==> src/rtl/prio_enco_scan.sv <==
// prio_enco_scan: sequential priority encoder, one index per output beat.
// Build option: define PRIO_ENCO_LSB_FIRST_EN for lowest-index-first order.
module prio_enco_scan #(
  parameter int WIDTH = 8,
  parameter int IDX_W = 3
) (
  input  logic             clk,
  input  logic             rst,
  input  logic             in_valid,
  output logic             in_ready,
  input  logic [WIDTH-1:0] d_in,
  output logic             out_valid,
  input  logic             out_ready,
  output logic [IDX_W-1:0] d_out,
  output logic             out_last,
  output logic             out_zero
);

  if (IDX_W != $clog2(WIDTH)) begin : g_bad_idx_w
    $error("prio_enco_scan: IDX_W must equal clog2(WIDTH)");
  end
  if (WIDTH < 2 || WIDTH > 64) begin : g_bad_width
    $error("prio_enco_scan: WIDTH must be in 2..64");
  end

  typedef enum logic [1:0] {
    IDLE,
    SCAN,
    ZERO
  } state_t;

  state_t           state_q;
  state_t           state_d;
  logic [WIDTH-1:0] pending_q;
  logic [WIDTH-1:0] pending_d;
  logic [WIDTH-1:0] sel_mask;
  logic [IDX_W-1:0] sel_idx;
  logic             single;

  // Selected bit: the last match of the loop wins.
  always_comb begin
    sel_idx  = '0;
    sel_mask = '0;
`ifdef PRIO_ENCO_LSB_FIRST_EN
    for (int i = WIDTH - 1; i >= 0; i--) begin
      if (pending_q[i]) begin
        sel_idx     = IDX_W'(i);
        sel_mask    = '0;
        sel_mask[i] = 1'b1;
      end
    end
`else
    for (int i = 0; i < WIDTH; i++) begin
      if (pending_q[i]) begin
        sel_idx     = IDX_W'(i);
        sel_mask    = '0;
        sel_mask[i] = 1'b1;
      end
    end
`endif
  end

  assign single =
    ((pending_q & (pending_q - WIDTH'(1))) == '0);

  always_comb begin
    state_d   = state_q;
    pending_d = pending_q;
    unique case (state_q)
      IDLE: begin
        if (in_valid) begin
          pending_d = d_in;
          state_d   = (d_in != '0) ? SCAN : ZERO;
        end
      end
      SCAN: begin
        if (out_ready) begin
          pending_d = pending_q & ~sel_mask;
          if (single) state_d = IDLE;
        end
      end
      ZERO: begin
        if (out_ready) state_d = IDLE;
      end
      default: begin
        state_d   = IDLE;
        pending_d = '0;
      end
    endcase
  end

  always_ff @(posedge clk or posedge rst) begin
    if (rst) begin
      state_q   <= IDLE;
      pending_q <= '0;
    end else begin
      state_q   <= state_d;
      pending_q <= pending_d;
    end
  end

  // in_ready is masked by rst so it is low while reset is held.
  assign in_ready  = (state_q == IDLE) && !rst;
  assign out_valid = (state_q != IDLE);
  assign d_out     = (state_q == SCAN) ? sel_idx : '0;
  assign out_zero  = (state_q == ZERO);
  assign out_last  = (state_q == ZERO) ||
                     ((state_q == SCAN) && single);

endmodule

==> config.mk <==
export PLATFORM = sky130hd
export DESIGN_NAME = prio_enco_scan
export DESIGN_NICKNAME = d
export VERILOG_FILES = /design/src/rtl/prio_enco_scan.sv
export SDC_FILE = /design/constraint.sdc
export NUM_CORES = 1
export LEC_CHECK = 0
export CAP_MARGIN = 20
export CELL_PAD_IN_SITES_DETAIL_PLACEMENT = 2
export CELL_PAD_IN_SITES_GLOBAL_PLACEMENT = 2
export CORE_UTILIZATION = 27
export DETAILED_ROUTE_END_ITERATION = 8
export GPL_TIMING_DRIVEN = 0
export PLACE_DENSITY_LB_ADDON = 0.12
export REMOVE_ABC_BUFFERS = 1
export SLEW_MARGIN = 5
export SYNTH_ARGS = -nofsm -noshare
export SYNTH_HDL_FRONTEND = slang
export SYNTH_SLANG_ARGS = --single-unit
==> constraint.sdc <==
create_clock -name clk -period 3 [get_ports clk]
set_input_delay 0.3 -clock clk [delete_from_list [all_inputs] [get_ports clk]]
set_output_delay 0.3 -clock clk [all_outputs]
set_load 0.005 [all_outputs]
; After elaboration in Yosys (flattened, before gate mapping)
; Cells that the tools add are included.
[word_totals]
reg_bits = 10
inputBits = 12
output_inout_bits = 7
word_cells = 48
[op_classes]
addsub = 1
n_eq_ne = 6
mux = 25
bitwise = 4
reduce_logical = 10
[ops]
columns = op, count
row1 = 8-bit 2-to-1 mux, 9
row2 = 8-bit one-hot mux with 3 select lines, 1
row3 = 3-bit 2-to-1 mux, 7
row4 = 8-bit AND, 2
row5 = 2-bit 2-to-1 mux, 5
row6 = 8-bit zero test, 1
row7 = "2-bit != test, second input constant", 4
row8 = 8-bit inverter, 1
row9 = 8-bit nonzero test, 1
row10 = "8-bit by 1-bit subtractor with 8-bit output, second input constant", 1
row11 = 2-bit one-hot mux with 3 select lines, 1
row12 = 4-bit AND reduction, 1
row13 = 3-bit AND reduction, 1
row14 = "2-bit by 1-bit equality test with 1-bit output, second input constant", 1
row15 = "2-bit equality test, second input constant", 1
row16 = 1-bit logical AND, 2
row17 = 2-bit zero test, 1
row18 = 1-bit 2-to-1 mux, 2
row19 = 2-bit nonzero test, 1
row20 = 1-bit zero test, 1
row21 = 1-bit logical OR, 1
row22 = 1-bit inverter, 1

; Logic depth before layout (Yosys ltp)
[logic_depth]
ltp_word = 12
depth_mapped = 5
depth_no_buf = 4

; Worst setup path before layout
; OpenSTA, ideal clock, no wires.
[synth_timing]
kind = reg2out
startpoint = register pending_q[4]
endpoint = output port out_last
t_arrival_ns = 1.597
t_required_ns = 2.700
setup_slack_ns = 1.103
stages_incl_launch_ff = 5
n_path_buf = 0
cell_sequence = dfrtp_1 -> or4_4 -> a2111oi_2 -> or3_1 -> a31o_1
[synth_between]
elab_chain_len = 5
[synth_lines]
columns = item, line_no
row1 = from (decl), 34  ; logic [WIDTH-1:0] pending_q;
row2 = from (signal assigned), 98  ; pending_q <= pending_d;
row3 = 8-bit by 1-bit subtractor with 8-bit output, 64  ; ((pending_q & (pending_q - WIDTH'(1))) == '0);
row4 = 8-bit AND *, 64
row5 = 8-bit zero test *, 64
row6 = 1-bit logical AND *, 108  ; ((state_q == SCAN) && single);
row7 = 1-bit logical OR *, 107  ; assign out_last = (state_q == ZERO) ||
row8 = to (decl), 15  ; output logic out_last,
; Mark *: on every way between the ends. The rest lies on a longest branch, timed or not.

; Worst setup path in the final report
[layout_timing]
startpoint = register pending_q[5]
endpoint = output port out_last
; Same word-level chain as after synthesis.

==> summary.md <==
| Metric | Value |
|---|---|
| Worst-margin pin slew | about 580 ps |
| Die Y | slightly above 50 um |
| R2R Path End | state_q[0]$_DFFE_PP0P_ |
| Critical path required time | 2700 ps |
| Area grow syn2layout | 38.77% |
| Slowest Stage Delay on Critical Path | around 580 ps |
| PD cells | a little over 1000 nW/um2 |
| Routed wire length | 2.022 mm |
| Share of layout cells above drive strength 1 | ~8.5% |
| Post-synthesis compound-gate area fraction | between 30% and 40% |
| Clock Tree Root | clkbuf_4 |
| Vias in the first global route | about 650 |
| WS Path Type | register to output port |
| RSZ-0062 raised after global routing | no |
| Area leader, netlist | dfrtp_1 |
| Count leader, synth | dfrtp_1 |
| Post-CTS Setup Inserts | 0 |
| CP Capture Point | out_last |
| CTS tree | built |
| Main combinational cell family by area after synthesis | compound AO/OA/AOI/OAI gates |
| Cts bufs inserted | 3 |
| Nets | around 110 |
| Synth Area per Inst | around 8.5 um2 |
| Ant diodes | 0 |
| Placed cell area | 837.1 um2 |
| CTS sink count | 10 |
| Path length in cells of the critical path | 5 |
| Die ar. | between 2000 and 3000 um2 |
| Register-to-register setup slack | about 1200 ps |
| Inst Count DP | 118 |
| Post-route cell area | ~870 um2 |
| # DRC | 0 |
| Top FF cell, synth | dfrtp_1 |
| Crit share post-route | between 90% and 100% |
| Synth Area in XOR/XNOR | 0% |
| Top delay family on crit path | simple AND/OR/NAND/NOR gates |
| Slew headroom | 61.29% |
| I/O Pins | 19 |
| CP startpoint | pending_q[5]$_DFFE_PP0P_ |
| Post-route setup TNS | 0 ps |
| Max_cap viols | 0 |
| RR Startpoint | pending_q[5]$_DFFE_PP0P_ |
| Clk slew on worst S/H paths | about 80 ps |
| Vias | 669 |
| Post-synth cell types | 25 |
| Number of I/O port buffers | 18 |
| Max rail drop VDD | roughly 0.48 mV |
| Status | completed |
| Number of antenna violations at the first check in global routing | 0 |
| Synth Warn # | 0 |
| Area of the mapped netlist | 629.4 um2 |
| Crit start category | register |
| Leakage power | approximately 0.35 nW |
| Worst-Skew Late Latency | 280 ps |
| Worst R2R Path Depth | 4 |
| Final std cells w/o fill | roughly 120 |
| H-tree lvl count | 1 |
| Flops & latches, synth | 10 |
| WL/cell | 16.57 um |
| Worst setup EP type | output port |
| Largest net degree at the start of global routing | 12 |
| Die width | about 50 um |
| Top cell type's share of synthesized area | 39.76% |
| FILL cells | approximately 260 |
| Max frequency | roughly 350 MHz |
| Clock skew | approximately 4 ps |
| Final setup vio count | 0 |
| Async set-reset flop share out of synthesis | 100.0% |
| Most frequent cells after synthesis | dfrtp_1 (10), a21oi_1 (8), o21ai_0 (8) |
| All-layer global routing usage | a little under a fifth |
| Core area | 2212 um2 |
| Hold Buf Count CTS | 0 |
| Initial DRC count | 8 |
| Drt first pass iters | 4 |
| WP data arrival | roughly 2500 ps |
| Post-synthesis sequential area ratio | 39.76% |
| Hold Path Class | primary input to asynchronous set/reset pin |
| Number of flops mapped to enable cells by yosys | 0 |
| Adder-Cell Fraction of Synth Area | 0% |
| Cts repair resizes | 0 |
| Starting density of the core | approximately 28% |
| Slew Limit Fails | 0 |
| Row count | 17 |
| Main area contributors after synthesis | dfrtp_1 (40%), a22o_1 (7.0%), a21oi_1 (6.4%) |
| Crit-path slowest cell | or4_4 |
| Crit-path cells | or4_4 -> a2111oi_0 -> or3_1 -> a31o_1 -> clkdlybuf4s50_1 |
| Clk buf depth | 2 |
| GRT overflow | 0 |
| First-pass GRT wire length | 3.277 mm |
| Antenna-violating nets left | 0 |
| Worst-path fanout max | 7 |
| Final hold vios | 0 |
| Tmin final | between 2000 and 3000 ps |
| Placer Congestion | 0.7211 |
| Seq. cell area | 250.2 um2 |
| Buf/Inv on CP | 1 |
| Post-Synth Simple-Gate Area | approximately a quarter |
| Multi-input combinational cell area | roughly 360 um2 |
| Post-synthesis mux area share | 0% |
| Synthesized instance count | 74 |
| Via density | between 5 and 6 |
| DPL Wire Length | 1.527 mm |
metal layers:
metal,up-vias,track usage [%],share of wire [%]
li1,318,-,-
met1,335,24.63,49
met2,12,28.22,47
met3,4,3.030,2.2
met4,0,10.00,2.0
met5,-,0,0
registers in the layout, indices dropped and copies added (netlist names):
name / count
pending_q: 8
state_q: 2
how the worst min path moves through the flow:
stage / startpoint / endpoint / slack [ps] / cells past startpoint
floorplan: rst / pending_q[0]$_DFFE_PP0P_ / 140 / 1
global placement: pending_q[0]$_DFFE_PP0P_ / pending_q[0]$_DFFE_PP0P_ / 530 / 1
detailed placement: pending_q[0]$_DFFE_PP0P_ / pending_q[0]$_DFFE_PP0P_ / 540 / 1
CTS: rst / state_q[0]$_DFFE_PP0P_ / 380 / 2
global route: rst / pending_q[5]$_DFFE_PP0P_ / 400 / 2
finish: rst / state_q[0]$_DFFE_PP0P_ / 350 / 2
placed cells by master (no fill, tap or decap), drive strengths merged:
cell type       n
a2111oi         2
or3             1
nor2b           3
and2            1
nor4            4
or4             1
or2             1
o21bai          2
nand3           1
dfrtp          10
a21oi           8
clkbuf          4
a22o            6
o21ai           8
nor2            7
o32ai           1
clkdlybuf4s50  18
inv             4
nand2           4
nor3            2
a31o            1
a311oi          1
nand2b          3
o22a            1
report_power, final:
part           leakage [nW]  switching (mW)  internal (mW)  total (mW)
registers             0.130          0.0863          0.182       0.268
clock network        0.0210          0.0563         0.0739       0.130
logic                 0.198           0.214          0.267       0.481
cell families after synthesis:
kind of cell           after synthesis
flip-flops                          10
AND/OR/NAND/NOR                     28
buffers and inverters                6
AO/OA/AOI/OAI                       30
cell type report:
type,instances,share of cell area [%]
clock buffer,4,4.155
inverter,4,1.719
multi-input combinational,58,40.83
sequential,10,28.65
tap,28,4.011
timing repair buffer,18,20.63
stage by stage:
step                util [%]  power [mW]  worst slack [ps]  hold slack, ps
finish                 39.48      0.8794             174.3           352.5
global route           39.48      0.9540             2.616           403.8
CTS                    39.48      0.8889             151.8           375.0
detailed placement     37.84      0.7535             479.8           542.5
global placement       37.84      0.7366             543.9           532.8
floorplan                  -      0.5333              1103           140.2
No activity file was read; power rests on OpenSTA's default activity.
